## config.mk

```make
export PLATFORM = sky130hd
export DESIGN_NAME = uart_tx_arbiter
export DESIGN_NICKNAME = d
export VERILOG_FILES = /design/src/rtl/uart_pkg.sv /design/src/rtl/rr_arbiter.sv /design/src/rtl/uart_tx_arbiter.sv
export SDC_FILE = /design/constraint.sdc
export NUM_CORES = 1
export LEC_CHECK = 0
export CAP_MARGIN = 20
export CORE_UTILIZATION = 40
export DETAILED_ROUTE_END_ITERATION = 10
export GPL_ROUTABILITY_DRIVEN = 0
export PLACE_DENSITY = 0.69
export SYNTH_ARGS = -nofsm -noshare
export SYNTH_HDL_FRONTEND = slang
export SYNTH_SLANG_ARGS = --single-unit
export TNS_END_PERCENT = 100
```

## constraint.sdc

```tcl
create_clock -name clk_i -period 8.15 [get_ports clk_i]
set_input_delay 1.2225 -clock clk_i [delete_from_list [all_inputs] [get_ports clk_i]]
set_output_delay 1.2225 -clock clk_i [all_outputs]
set_load 0.02 [all_outputs]
```

## src/rtl/uart_pkg.sv

```systemverilog
// Shared types and helpers for the UART transmit arbiter.
package uart_pkg;

  // Arbiter sequencing states: pick a requester, pulse dv, wait for the transmitter.
  typedef enum logic [1:0] {
    ARB   = 2'd0,
    ISSUE = 2'd1,
    DRAIN = 2'd2
  } state_e;

  // Widest requester set the round-robin helper can handle.
  localparam int unsigned MaxReq  = 32;
  localparam int unsigned MaxIdxW = 5;

  // Round-robin pick: first set bit of mask at or after ptr, wrapping modulo n.
  // Scanning offsets from high to low leaves the smallest matching offset as the result.
  // Returns ptr when mask is empty; callers qualify with |mask.
  function automatic logic [MaxIdxW-1:0] rr_pick(
    input logic [MaxReq-1:0]  mask,
    input logic [MaxIdxW-1:0] ptr,
    input logic [MaxIdxW:0]   n
  );
    logic [MaxIdxW:0]   cand;
    logic [MaxIdxW-1:0] pick;
    pick = ptr;
    for (int i = int'(MaxReq) - 1; i >= 0; i--) begin
      if (i < int'(n)) begin
        cand = {1'b0, ptr} + (MaxIdxW + 1)'(i);
        if (cand >= n) cand = cand - n;
        if (mask[cand[MaxIdxW-1:0]]) pick = cand[MaxIdxW-1:0];
      end
    end
    return pick;
  endfunction

endpackage

```

## src/rtl/rr_arbiter.sv

```systemverilog
// Combinational round-robin arbiter: one-hot grant and index of the first
// requester at or after the pointer.
module rr_arbiter
  import uart_pkg::*;
#(
  parameter int unsigned NumReq = 4,
  localparam int unsigned IdxW  = $clog2(NumReq)
) (
  input  logic [NumReq-1:0] req,
  input  logic [IdxW-1:0]   ptr,
  output logic [NumReq-1:0] grant,
  output logic [IdxW-1:0]   idx,
  output logic              found
);

  logic [MaxReq-1:0]  mask_ext;
  logic [MaxIdxW-1:0] pick;

  // Widen the request vector for the shared helper and decode its pick.
  // NOTE: every output of a combinational block gets a default first so no latch is inferred.
  always_comb begin
    mask_ext             = '0;
    mask_ext[NumReq-1:0] = req;
    pick                 = rr_pick(mask_ext, MaxIdxW'(ptr), (MaxIdxW + 1)'(NumReq));
    idx                  = IdxW'(pick);
    found                = |req;
    grant                = '0;
    if (found) grant[idx] = 1'b1;
  end

endmodule

```

## src/rtl/uart_tx_arbiter.sv

```systemverilog
// Shares one uart_tx byte transmitter between NumReq requesters with
// round-robin arbitration and optional packet lock (bounded by MaxBurst).
module uart_tx_arbiter
  import uart_pkg::*;
#(
  parameter int unsigned NumReq    = 4,
  parameter int unsigned DataWidth = 8,
  parameter int unsigned MaxBurst  = 16
) (
  input  logic                        clk_i,
  input  logic                        rst_ni,
  input  logic [NumReq-1:0]           req_valid_i,
  input  logic [NumReq*DataWidth-1:0] req_data_i,
  input  logic [NumReq-1:0]           req_last_i,
  output logic [NumReq-1:0]           req_ready_o,
  input  logic [NumReq-1:0]           en_mask_i,
  output logic                        tx_dv_o,
  output logic [DataWidth-1:0]        tx_data_o,
  input  logic                        tx_busy_i,
  output logic [NumReq-1:0]           grant_o,
  output logic                        active_o
);

  localparam int unsigned IdxW = $clog2(NumReq);
  localparam int unsigned CntW = ($clog2(MaxBurst + 1) < 1) ? 1 : $clog2(MaxBurst + 1);
  // Burst count value at which the current grant forces the lock to release.
  localparam logic [CntW-1:0] BurstLast = CntW'((MaxBurst == 0) ? 0 : MaxBurst - 1);

  state_e              state_q, state_d;
  logic [IdxW-1:0]     ptr_q;
  logic                lock_q;
  logic [IdxW-1:0]     owner_q;
  logic [CntW-1:0]     cnt_q;
  logic [DataWidth-1:0] data_q;
  logic                dv_q;
  logic [NumReq-1:0]   grant_q;

  logic [NumReq-1:0]   owner_onehot;
  logic                owner_en;
  logic                lock_hold;
  logic [NumReq-1:0]   eligible;
  logic [NumReq-1:0]   pick_onehot;
  logic [IdxW-1:0]     pick_idx;
  logic                pick_found;
  logic                take;
  logic                release_lock;
  logic [CntW-1:0]     cnt_base;
  logic [IdxW-1:0]     ptr_next;

  assign owner_onehot = {{(NumReq - 1){1'b0}}, 1'b1} << owner_q;
  assign owner_en     = en_mask_i[owner_q];
  // A lock only constrains arbitration while its owner is still enabled.
  assign lock_hold    = lock_q & owner_en;
  assign eligible     = req_valid_i & en_mask_i & (lock_hold ? owner_onehot : {NumReq{1'b1}});

  rr_arbiter #(.NumReq(NumReq)) u_rr (
    .req   (eligible),
    .ptr   (ptr_q),
    .grant (pick_onehot),
    .idx   (pick_idx),
    .found (pick_found)
  );

  assign cnt_base     = lock_hold ? cnt_q : '0;
  assign release_lock = req_last_i[pick_idx] | ((MaxBurst != 0) && (cnt_base == BurstLast));
  assign ptr_next     = (pick_idx == IdxW'(NumReq - 1)) ? '0 : pick_idx + 1'b1;

  // State register.
  // NOTE: sequential state uses non-blocking assignments so every flop samples pre-edge values.
  always_ff @(posedge clk_i or negedge rst_ni) begin
    if (!rst_ni) state_q <= ARB;
    else         state_q <= state_d;
  end

  // Next-state decode and the one-cycle accept pulse; reset masks ready so no byte is consumed.
  always_comb begin
    state_d     = state_q;
    take        = 1'b0;
    req_ready_o = '0;
    unique case (state_q)
      ARB: begin
        if (rst_ni && !tx_busy_i && pick_found) begin
          take        = 1'b1;
          req_ready_o = pick_onehot;
          state_d     = ISSUE;
        end
      end
      ISSUE: state_d = DRAIN;
      // Busy already low on the first DRAIN cycle is a transmitter protocol error;
      // falling straight back to ARB keeps the arbiter from hanging on it.
      DRAIN: if (!tx_busy_i) state_d = ARB;
      default: state_d = ARB;
    endcase
  end

  // Datapath, lock, burst count and pointer bookkeeping.
  always_ff @(posedge clk_i or negedge rst_ni) begin
    if (!rst_ni) begin
      ptr_q   <= '0;
      lock_q  <= 1'b0;
      owner_q <= '0;
      cnt_q   <= '0;
      data_q  <= '0;
      dv_q    <= 1'b0;
      grant_q <= '0;
    end else begin
      dv_q <= take;
      if (take) begin
        data_q  <= req_data_i[pick_idx*DataWidth +: DataWidth];
        grant_q <= pick_onehot;
        if (release_lock) begin
          lock_q <= 1'b0;
          cnt_q  <= '0;
          ptr_q  <= ptr_next;
        end else begin
          lock_q  <= 1'b1;
          owner_q <= pick_idx;
          cnt_q   <= cnt_base + 1'b1;
        end
      end else if (state_q == ARB && lock_q && !owner_en) begin
        lock_q  <= 1'b0;
        cnt_q   <= '0;
        grant_q <= '0;
      end else if (state_q == DRAIN && !tx_busy_i) begin
        grant_q <= lock_q ? owner_onehot : '0;
      end
    end
  end

  assign tx_dv_o   = dv_q;
  assign tx_data_o = data_q;
  assign grant_o   = grant_q;
  assign active_o  = (state_q != ARB);

endmodule

```

==> results.cfg <==
[status]
status = complete, no violations

[detailed_routing]
firstDrtPassIters = 4
top_layer_used = met3
via_per_inst = 5.73
drc_errors = 0
drt_iter0_drc = 177
wl_per_cell_um = 15.6
ant_nets = 0
met3_length_um = 266
dr_total_vias = 2147
drt_wl_total_um = 5870
wirelength_met1_um = 2870
dr_wl_met2_um = 2730

[setup_path]
cpMostUsedCell = clkdlybuf4s50_1
critPathMaxStageDelay_ps = 730
path_class = input pin to output port
start_kind = input pin
path_cells = clkdlybuf4s50_1, mux2_4, a211o_1, a21oi_1, a211oi_2, o211a_4, xnor2_2, inv_1, ha_1, and2_1, clkdlybuf4s50_1
path_max_fanout = 13
cp_slowest_cell = xnor2_2
end_kind = output port
cp_num_buf_inv = 3
crit_arrival_ps = 5010
cp.required_ps = 6930
critical-path-top-delay-family = buffers and inverters

[placement]
portBuffers = 64
dpl.hpwl_um = 4550

[clock_network]
cts_max_level = 1
cts_inserted_buffers = 3
cts_tree = yes
ctsResizeCount = 0
clk_latency_ps = 270
cts_hold_buffers = 0
clockRootBuffer = clkbuf_8
clk_pin_slew_ps = 80
post_cts_buffers = 0
ctsLongestPathBuffers = 2
clock-sinks = 25

[finish]
nets = 362
layout_common_cells = clkdlybuf4s50_1, nand2_1, dfrtp_1, a21oi_1, nor2_1
layout-drive-gt1-share_pct = 13.2
final_common_cell = clkdlybuf4s50_1
diodes = 0
syn_to_final_growth_pct = 32.3
fillers = 520

[yosys]
synth_nets = 301
netlist_area_um2 = 2320
synthCells = 243
ys_ff_latch = 25
synth_ff_type = dfrtp_1
synth.avg_cell_area_um2 = 9.54
yosys_warnings = 0
synth_cell_type_count = 65
synth_edf_count = 0
async_reset_ff_share_pct = 100
synth_seq_area_share_pct = 27.0

[grt]
grt_overflow = 0
grt.total_usage_pct = 19.4
grt_pass1_vias = 1929
antenna_found_initial = 0
grt_start_max_net_pins = 28
grt_first_pass_wirelength_um = 9560

[timing]
post-route-period-util_pct = 76.5
maxSlewHeadroom_pct = 30.2
hold_viol = 0
fmax_ghz = 0.160
fin_hold_ws_ps = 496
fin_crit_ps = 6230
finalSetupTns_ps = 0
worst_slew_pin_slew_ps = 1040
drv_slew = 0
fin_skew_ps = 2.24
finalSetupViolations = 0
rsz0062_at_grt = false

[floorplan]
die_x_um = 78.1
coreArea_um2 = 5540
dieArea_um2 = 6100
start_util_pct = 41.8
ioPinCount = 65
num_rows = 27
die-height_um = 78.1

[run]
cap_viol_max_count = 0

[power_and_ir_drop]
p_per_area_nw_per_um2 = 360
total_leakage_power_nw = 1.22
vdd_drop_max_mv = 0.200

[worst_hold_path]
hold_class = register to register
final timing paths:
path / slack [ps] / end / depth (start not counted) / start
setup / recovery: 1920 / req_ready_o[1] / 11 / en_mask_i[2]
hold / removal: 500 / cnt_q[4] / 2 / cnt_q[4]
setup reg to reg: 3670 / ptr_q[1] / 10 / ptr_q[0]
hold reg to reg: 500 / cnt_q[4] / 2 / cnt_q[4]
max in group asynchronous: 6580 / tx_data_o[4] / 2 / rst_ni
min in group asynchronous: 1310 / tx_data_o[5] / 2 / rst_ni
flip-flops by register name, summed over array words and instances (netlist names):
register / cells
tx_dv_o: 1
ptr_q: 2
lock_q: 1
tx_data_o: 8
grant_o: 4
state_q: 2
owner_q: 2
cnt_q: 5
synthesized netlist by cell type, drive strengths merged (4+ instances only):
cell type | number | area [µm²]
nand2b | 4 | 25.0
nand2 | 30 | 113
inv | 11 | 41.3
o21ai | 10 | 50.0
nor2 | 14 | 52.6
a21oi | 16 | 80.1
nand3 | 7 | 35.0
mux4 | 8 | 180
buf | 8 | 51.3
mux2i | 4 | 40.0
and2 | 8 | 50.1
o31ai | 4 | 35.0
mux2 | 12 | 161
a211oi | 8 | 82.6
dfrtp | 25 | 626
o211ai | 6 | 45.0
ha | 11 | 138
cell families after synthesis:
logic type / after synthesis / synth area share [%]
AOI/OAI and AO/OA: 75 / 25.6
adders and majority gates: 11 / 5.94
buffers and inverters: 22 / 4.48
DFF: 25 / 27.0
and+or+nand+nor: 84 / 19.4
xor gates and xnor gates: 2 / 1.08
muxes: 24 / 16.5
per-layer routing:
metal  vias up  track usage, %
met5         -               0
met4         0            1.85
met3         0            3.49
met2        55            30.1
li1       1045               -
met1      1047            29.1
report_power, final:
group	internal, mW	switching, mW
clock	0.0349	0.0382
sequential	0.171	0.0689
combinational	0.382	0.410
total	0.588	0.517
layout make-up:
cell class	count	area, µm²	area share, %
clock buffer	4	45.0	1.47
multi-input combinational	196	1600	52.1
timing repair buffer	67	667	21.8
sequential	25	626	20.4
tap	72	90.1	2.94
inverter	11	41.3	1.35
metrics by stage:
stage               cells  util (%)  setup WS (ps)  cell area (µm²)  power, mW
detailed placement    369      54.2           1730             3000       1.03
floorplan             243         -           3420             2320      0.830
finish                375      55.3           1920             3070       1.10
global route          375      55.3           1600             3070       1.19
global placement      369      54.2           1820             3000       1.01
CTS                   373      55.0           1710             3050       1.11
worst register-to-register path, delay by kind of cell (launching register included):
family / cells / cell delay, ps
xor+xnor: 1 / 730
buf+inv: 2 / 420
flops: 1 / 880
fa+ha+maj: 1 / 520
mux: 2 / 800
compound gates: 4 / 1030
Power figures use the tool's default switching activity.
